<file path="config.mk">
export PLATFORM = sky130hd
export DESIGN_NAME = gold_seq_gen
export DESIGN_NICKNAME = d
export VERILOG_FILES = /design/src/rtl/gold_seq_gen.sv
export SDC_FILE = /design/constraint.sdc
export NUM_CORES = 1
export LEC_CHECK = 0
export CORE_ASPECT_RATIO = 1.4
export CORE_MARGIN = 2
export CORE_UTILIZATION = 40
export DETAILED_ROUTE_END_ITERATION = 8
export SKIP_LAST_GASP = 1
export SYNTH_ARGS = -nofsm -noshare
export SYNTH_HDL_FRONTEND = slang
export SYNTH_SLANG_ARGS = --single-unit
</file>
<file path="constraint.sdc">
create_clock -name clkin -period 4.7 [get_ports clkin]
set_clock_uncertainty 0.05 [all_clocks]
set_input_delay 1.175 -clock clkin [delete_from_list [all_inputs] [get_ports clkin]]
set_output_delay 1.175 -clock clkin [all_outputs]
set_load 0.01 [all_outputs]
</file>
<file path="src/rtl/gold_seq_gen.sv">
// Gold-code chip source: two Fibonacci LFSRs, programmable phase offset on
// sequence 2, selectable output mode and a valid/ready chip stream.
module gold_seq_gen #(
  parameter int             DEG   = 6,
  parameter logic [DEG-1:0] POLY1 = 6'b000011,
  parameter logic [DEG-1:0] POLY2 = 6'b100111,
  parameter logic [DEG-1:0] SEED  = {DEG{1'b1}}
) (
  input  logic           clkin,
  input  logic           rst,
  input  logic           cfg_valid_i,
  output logic           cfg_ready_o,
  input  logic [DEG-1:0] cfg_shift_i,
  input  logic [1:0]     cfg_mode_i,
  input  logic           stop_i,
  output logic           m_tvalid_o,
  input  logic           m_tready_i,
  output logic           m_tdata_o,
  output logic           m_tlast_o,
  output logic [DEG-1:0] chip_idx_o,
  output logic           busy_o
);

  // Period N = 2^DEG-1 is the all-ones value; last chip index is N-1.
  localparam logic [DEG-1:0] N_VAL   = {DEG{1'b1}};
  localparam logic [DEG-1:0] IDX_LST = N_VAL - DEG'(1);
  localparam logic [DEG-1:0] ONE     = DEG'(1);

  typedef enum logic [1:0] {ST_IDLE, ST_SEED, ST_RUN} state_t;

  state_t         state_q, state_d;
  logic [DEG-1:0] s1_q, s1_d, s2_q, s2_d;
  logic [DEG-1:0] shift_q, shift_d;
  logic [DEG-1:0] idx_q, idx_d;
  logic [1:0]     mode_q, mode_d;
  logic           gold;

  function automatic logic [DEG-1:0] lfsr_step(input logic [DEG-1:0] s,
                                               input logic [DEG-1:0] poly);
    return {^(s & poly), s[DEG-1:1]};
  endfunction

  always_ff @(posedge clkin or posedge rst) begin
    if (rst) begin
      state_q <= ST_IDLE;
      s1_q    <= SEED;
      s2_q    <= SEED;
      shift_q <= '0;
      idx_q   <= '0;
      mode_q  <= 2'b00;
    end else begin
      state_q <= state_d;
      s1_q    <= s1_d;
      s2_q    <= s2_d;
      shift_q <= shift_d;
      idx_q   <= idx_d;
      mode_q  <= mode_d;
    end
  end

  assign gold = s1_q[0] ^ s2_q[0];

  always_comb begin
    state_d     = state_q;
    s1_d        = s1_q;
    s2_d        = s2_q;
    shift_d     = shift_q;
    idx_d       = idx_q;
    mode_d      = mode_q;
    cfg_ready_o = 1'b0;
    m_tvalid_o  = 1'b0;
    m_tdata_o   = 1'b0;
    case (state_q)
      ST_IDLE: begin
        cfg_ready_o = 1'b1;
        if (cfg_valid_i) begin
          s1_d    = SEED;
          s2_d    = SEED;
          mode_d  = cfg_mode_i;
          shift_d = (cfg_shift_i == N_VAL) ? '0 : cfg_shift_i;
          idx_d   = '0;
          state_d = (shift_d != '0) ? ST_SEED : ST_RUN;
        end
      end
      ST_SEED: begin
        if (stop_i) begin
          state_d = ST_IDLE;
        end else begin
          s2_d    = lfsr_step(s2_q, POLY2);
          shift_d = shift_q - ONE;
          if (shift_q == ONE) state_d = ST_RUN;
        end
      end
      ST_RUN: begin
        m_tvalid_o = 1'b1;
        case (mode_q)
          2'b00:   m_tdata_o = gold;
          2'b01:   m_tdata_o = s1_q[0];
          2'b10:   m_tdata_o = s2_q[0];
          default: m_tdata_o = ~gold;
        endcase
        // A handshake coinciding with stop still completes; IDLE then holds.
        if (m_tready_i) begin
          s1_d  = lfsr_step(s1_q, POLY1);
          s2_d  = lfsr_step(s2_q, POLY2);
          idx_d = (idx_q == IDX_LST) ? '0 : idx_q + ONE;
        end
        if (stop_i) state_d = ST_IDLE;
      end
      default: state_d = ST_IDLE;
    endcase
  end

  assign m_tlast_o  = (state_q == ST_RUN) && (idx_q == IDX_LST);
  assign chip_idx_o = idx_q;
  assign busy_o     = (state_q != ST_IDLE);

endmodule

</file>
== Yosys cells after proc, flatten, opt, wreduce, memory -nomap -nowiden ==
Index checks and enable logic that the tools add are counted.

* Reduce and logical (&&, ||, !) cells: 15
* Multiplexer cells: 24
* Add/subtract/negate cells: 2
* Equality and inequality tests: 12
* Bitwise operators: 2

{| class="wikitable"
|+ Operator list
! cell !! number
|-
| $mux 6 || 10
|-
| $pmux 6 s2 || 3
|-
| $pmux 6 s3 || 1
|-
| $eq 6x6->1 const B || 2
|-
| $reduce_xor 6->1 || 2
|-
| $mux 2 || 5
|-
| $reduce_and 3->1 || 3
|-
| $ne 2x2->1 const B || 4
|-
| $add 6x1->6 const B || 1
|-
| $eq 6x1->1 const B || 1
|-
| $pmux 2 s3 || 1
|-
| $reduce_bool 2->1 || 3
|-
| $reduce_bool 6->1 || 1
|-
| $sub 6x1->6 const B || 1
|-
| $eq 2x1->1 const B || 2
|-
| $eq 2x2->1 const B || 2
|-
| $logic_not 2->1 || 2
|-
| $reduce_and 4->1 || 1
|-
| $mux 1 || 3
|-
| $ne 3x3->1 const B || 1
|-
| $pmux 1 s3 || 1
|-
| $reduce_bool 3->1 || 1
|-
| $reduce_and 2->1 || 1
|-
| $logic_and 1x1->1 || 1
|-
| other kinds (2) || 2
|}

* Output and inout port bits: 11
* Register bits: 28
* Word-level logic and storage cells: 61
* Input port bits: 13

== Longest topological paths before layout ==
* Word-level depth: 6
* Gate-level depth with buffers: 8
* Depth with buffers taken out: 6

== Least setup slack after synthesis ==
Ideal clock, no wire load.

* Path type: input to register
* From: input port cfg_shift_i[2]
* To: register state_q[0]
* Library setup time: 125 ps
* Required time: 4525 ps
* Arrival time: 2144 ps
* Slack: 2381 ps
* Path buffers: 0
* Stages on the path: 4
* Cells stage by stage: or4_1 -> nor3_2 -> nor3_1 -> mux2_4

* Longest elaborated chain between the ends: 6

{| class="wikitable"
|+ Ends and longest elaborated chain
! item !! RTL line !! text
|-
| start: declaration || 13 || <nowiki>input logic [DEG-1:0] cfg_shift_i,</nowiki>
|-
| $eq 6x6->1 || 80 || <nowiki>shift_d = (cfg_shift_i == N_VAL) ? '0 : cfg_shift_i;</nowiki>
|-
| $mux 6 (*) || 80 ||
|-
| $reduce_bool 6->1 (*) || 82 || <nowiki>state_d = (shift_d != '0) ? ST_SEED : ST_RUN;</nowiki>
|-
| $mux 2 (*) || 82 ||
|-
| $mux 2 (*) || 76 || <nowiki>if (cfg_valid_i) begin</nowiki>
|-
| $pmux 2 s3 (*) || 73 || <nowiki>case (state_q)</nowiki>
|-
| end signal: assignment || 52 || <nowiki>state_q <= state_d;</nowiki>
|-
| end: declaration || 31 || <nowiki>state_t state_q, state_d;</nowiki>
|}

Mark *: on every way between the ends. The rest lies on a longest branch, timed or not. The select of a mux whose other input is x is not followed.
A chain may end at the register's enable or synchronous reset.

== Worst setup path after layout ==
* From: register state_q[0]
* To: output port m_tlast_o

* Longest elaborated chain between the ends: 2

{| class="wikitable"
|+ Ends and longest elaborated chain
! item !! RTL line !! text
|-
| $eq 2x2->1 || 114 || <nowiki>assign m_tlast_o = (state_q == ST_RUN) && (idx_q == IDX_LST);</nowiki>
|-
| $logic_and 1x1->1 || 114 ||
|-
| end: declaration || 19 || <nowiki>output logic m_tlast_o,</nowiki>
|}

No other way between the ends.

==> impl_metrics.env <==
export IMPL_crit_cells=5
export IMPL_yosysSeqAreaShare_pct=43.37
export IMPL_fin_tns_setup_ns=0
export IMPL_crit_path_start="state_q[0]"
export IMPL_grt_pass1_wl_mm=6.223
export IMPL_critPathTopFamily="buffers and inverters"
export IMPL_die_area_mm2=0.004663
export IMPL_rsz0062_at_grt="no"
export IMPL_clk_pin_slew_ns=0.10
export IMPL_io_pins=24
export IMPL_drt_iter0_drc=43
export IMPL_min_from="s2_q[3]"
export IMPL_crit_path_top_delay_cell="clkdlybuf4s50_1"
export IMPL_nFillCells=392
export IMPL_antenna_left=0
export IMPL_ys_types=50
export IMPL_critPathRequiredTime_ns=3.47
export IMPL_r2r_setup_slack_ns=2.66
export IMPL_numCtsBuffers=3
export IMPL_cp_max_fo=10
export IMPL_crit_end="m_tlast_o"
export IMPL_place_gp_congestion=0.7773
export IMPL_max_slew_margin_pct=29.16
export IMPL_whs_path_depth=2
export IMPL_synth_top_area_share_pct=24.26
export IMPL_drive_gt1_share_pct=15.79
export IMPL_yosys_top_cells_count="dfrtp_1 (16), nand2_1 (15), inv_1 (13)"
export IMPL_fin_crit_ns=3.177
export IMPL_cp_arrival_ns=1.95
export IMPL_power_mw=1.191
export IMPL_p_leak_nw=0.8276
export IMPL_seq_area_um2=715.7
export IMPL_reg2regPathDepth=6
export IMPL_dp_hpwl_mm=2.737
export IMPL_synth_seq_cells=28
export IMPL_nNetsFinal=211
export IMPL_holdBufCountCts=0
export IMPL_area_growth_pct=19.11
export IMPL_cts_sinks=28
export IMPL_htree_levels=1
export IMPL_fmaxAchievable_mhz=314.8
export IMPL_rr_startpoint="state_q[0]"
export IMPL_die_w_um=58.29
export IMPL_worstSetupStartpointType="flop"
export IMPL_num_rows=27
export IMPL_slew_violations=0
export IMPL_via_per_inst=5.687
export IMPL_finalHoldViolCount=0
export IMPL_critPathMaxStageDelay_ns=0.54
export IMPL_multi_input_area_um2=862.1
export IMPL_path_common_cell="inv_1"
export IMPL_ys_warn_count=0
export IMPL_grt_ovfl_total=0
export IMPL_grt_antenna_before_repair=0
export IMPL_clkLatencyLatePin_ns=0.27
export IMPL_vias=1325
export IMPL_gr_max_usage_layer="met2"
export IMPL_cp_end_kind="output port"
export IMPL_synth_area_mm2=0.001650
export IMPL_die_h_um=80
export IMPL_setup_worst_path_class="reg -> out"
export IMPL_grt_max_degree=29
export IMPL_globalRouteMet1Util_pct=19.80
export IMPL_grtUsageMet3_pct=1.945
export IMPL_pwr_density_cell_mw_per_mm2=606.1
export IMPL_period_share_pct=67.59
export IMPL_met2_usage_pct=31.24
export IMPL_port_buffers=23
export IMPL_drcViolationCount=0
export IMPL_vdd_drop_max_v=0.0003666
export IMPL_yosysTopAreaCell="dfrtp_1"
export IMPL_timing_rr_end="state_q[0]"
export IMPL_ys_async_sr_fraction_pct=100.0
export IMPL_drt_first_pass_iters=4
export IMPL_drv_cap=0
export IMPL_cp_num_buf_inv=3
export IMPL_cp_cell_sequence="inv_1 > ha_1 > inv_1 > nor2_1 > clkdlybuf4s50_1"
export IMPL_cts_resized=0
export IMPL_yosysMostFrequentCell="dfrtp_1"
export IMPL_cts_setup_buffers=0
export IMPL_grt_pass1_vias=1395
export IMPL_antenna_cells=0
export IMPL_status="complete, no violations"
export IMPL_synth_main_ff_cell="dfrtp_1"
export IMPL_core_mm2=0.003953
export IMPL_setup_violations=0
export IMPL_hp_class="reg -> reg"
export IMPL_routed_wl_mm=3.488
export IMPL_synthTopCellsByArea="dfrtp_1 (24%), dfstp_2 (19%), ha_1 (5.3%), nand2_1 (3.4%), inv_1 (3.0%)"
export IMPL_synth_edf_count=0
export IMPL_synthCells=168
export IMPL_cts_root_buf="clkbuf_8"
export IMPL_tritoncts="done"
export IMPL_worst_pin_slew_ns=1.061
export IMPL_wl_per_cell_um=14.97
export IMPL_grtUsageTotal_pct=16.90
export IMPL_syn_num_nets=188
export IMPL_clockBufferDepth=2
export IMPL_syn_avg_cell_area_um2=9.823
export IMPL_start_util_pct=41.75
==> final cells by class <==
class	instances	share of cell area, %
Clock buffer	4	2.801
Tap cell	43	2.737
Inverter	13	2.482
Sequential cell	28	36.41
Multi-Input combinational cell	122	43.86
Timing Repair Buffer	23	11.71
==> state kept, by name, indices dropped and copies added, names as in the netlist <==
register / cells
s1_q: 6
chip_idx_o: 6
s2_q: 6
mode_q: 2
state_q: 2
shift_q: 6
==> how the worst min path moves through the flow <==
stage	end	slack, ns
after floorplan	s2_q[3]	0.39
final	s2_q[3]	0.42
after detailed placement	s2_q[3]	0.41
after global routing	s2_q[3]	0.43
after CTS	s2_q[3]	0.42
after global placement	s2_q[4]	0.40
==> worst register-to-register path: stages (launching register included) <==
cell	delay (ns)
dfrtp_1	0.41
inv_1	0.09
ha_1	0.36
nor2b_1	0.52
a21oi_2	0.08
o21ai_2	0.11
mux2_4	0.31
==> stage by stage <==
step	hold slack (ns)	worst slack, ns	area, µm²	util, %	std cells
floorplan	0.3936	2.381	1650	-	168
global placement	0.4029	1.856	1911	48.34	229
detailed placement	0.4062	1.804	1911	48.34	229
CTS	0.4207	1.497	1966	49.73	233
global route	0.4309	1.375	1966	49.73	233
finish	0.4228	1.523	1966	49.73	233
==> logic make-up (layout without fill, tap and decap cells) <==
family / after synthesis / count (layout) / share of synthesized area, %
AND/OR/NAND/NOR: 58 / 58 / 20.17
AO/OA/AOI/OAI: 45 / 45 / 19.11
flip-flops: 28 / 28 / 43.37
buffers and inverters: 18 / 40 / 4.397
multiplexers: 9 / 9 / 6.065
adder cells (fa/ha/maj): 7 / 7 / 5.307
XOR/XNOR: 3 / 3 / 1.592
==> placed cells by master (no fill, tap or decap), types with 3 or more instances in the layout <==
cell type        instances
clkdlybuf4s50_1         23
dfrtp_1                 16
nand2_1                 15
inv_1                   13
dfstp_2                 12
nor2_1                   9
a21oi_1                  7
ha_1                     7
nor2b_1                  6
o21ai_1                  6
and3_1                   5
o21ai_0                  5
o22a_1                   5
mux2i_1                  4
o211ai_1                 4
o22ai_1                  4
mux2_2                   4
clkbuf_8                 4
nand2b_1                 3
nand3_1                  3
==> routing by layer <==
layer / wire, µm / vias up
met2: 1911 / 29
met4: 52 / 0
li1: - / 650
met3: 105 / 7
met5: 0 / -
met1: 1418 / 639
==> power by group <==
| part | internal, mW | switching, mW |
|---|---|---|
| Clock | 0.0750 | 0.0730 |
| Combinational | 0.285 | 0.323 |
| Sequential | 0.350 | 0.0858 |
| Total | 0.710 | 0.482 |
(Power assumes the default switching activity.)
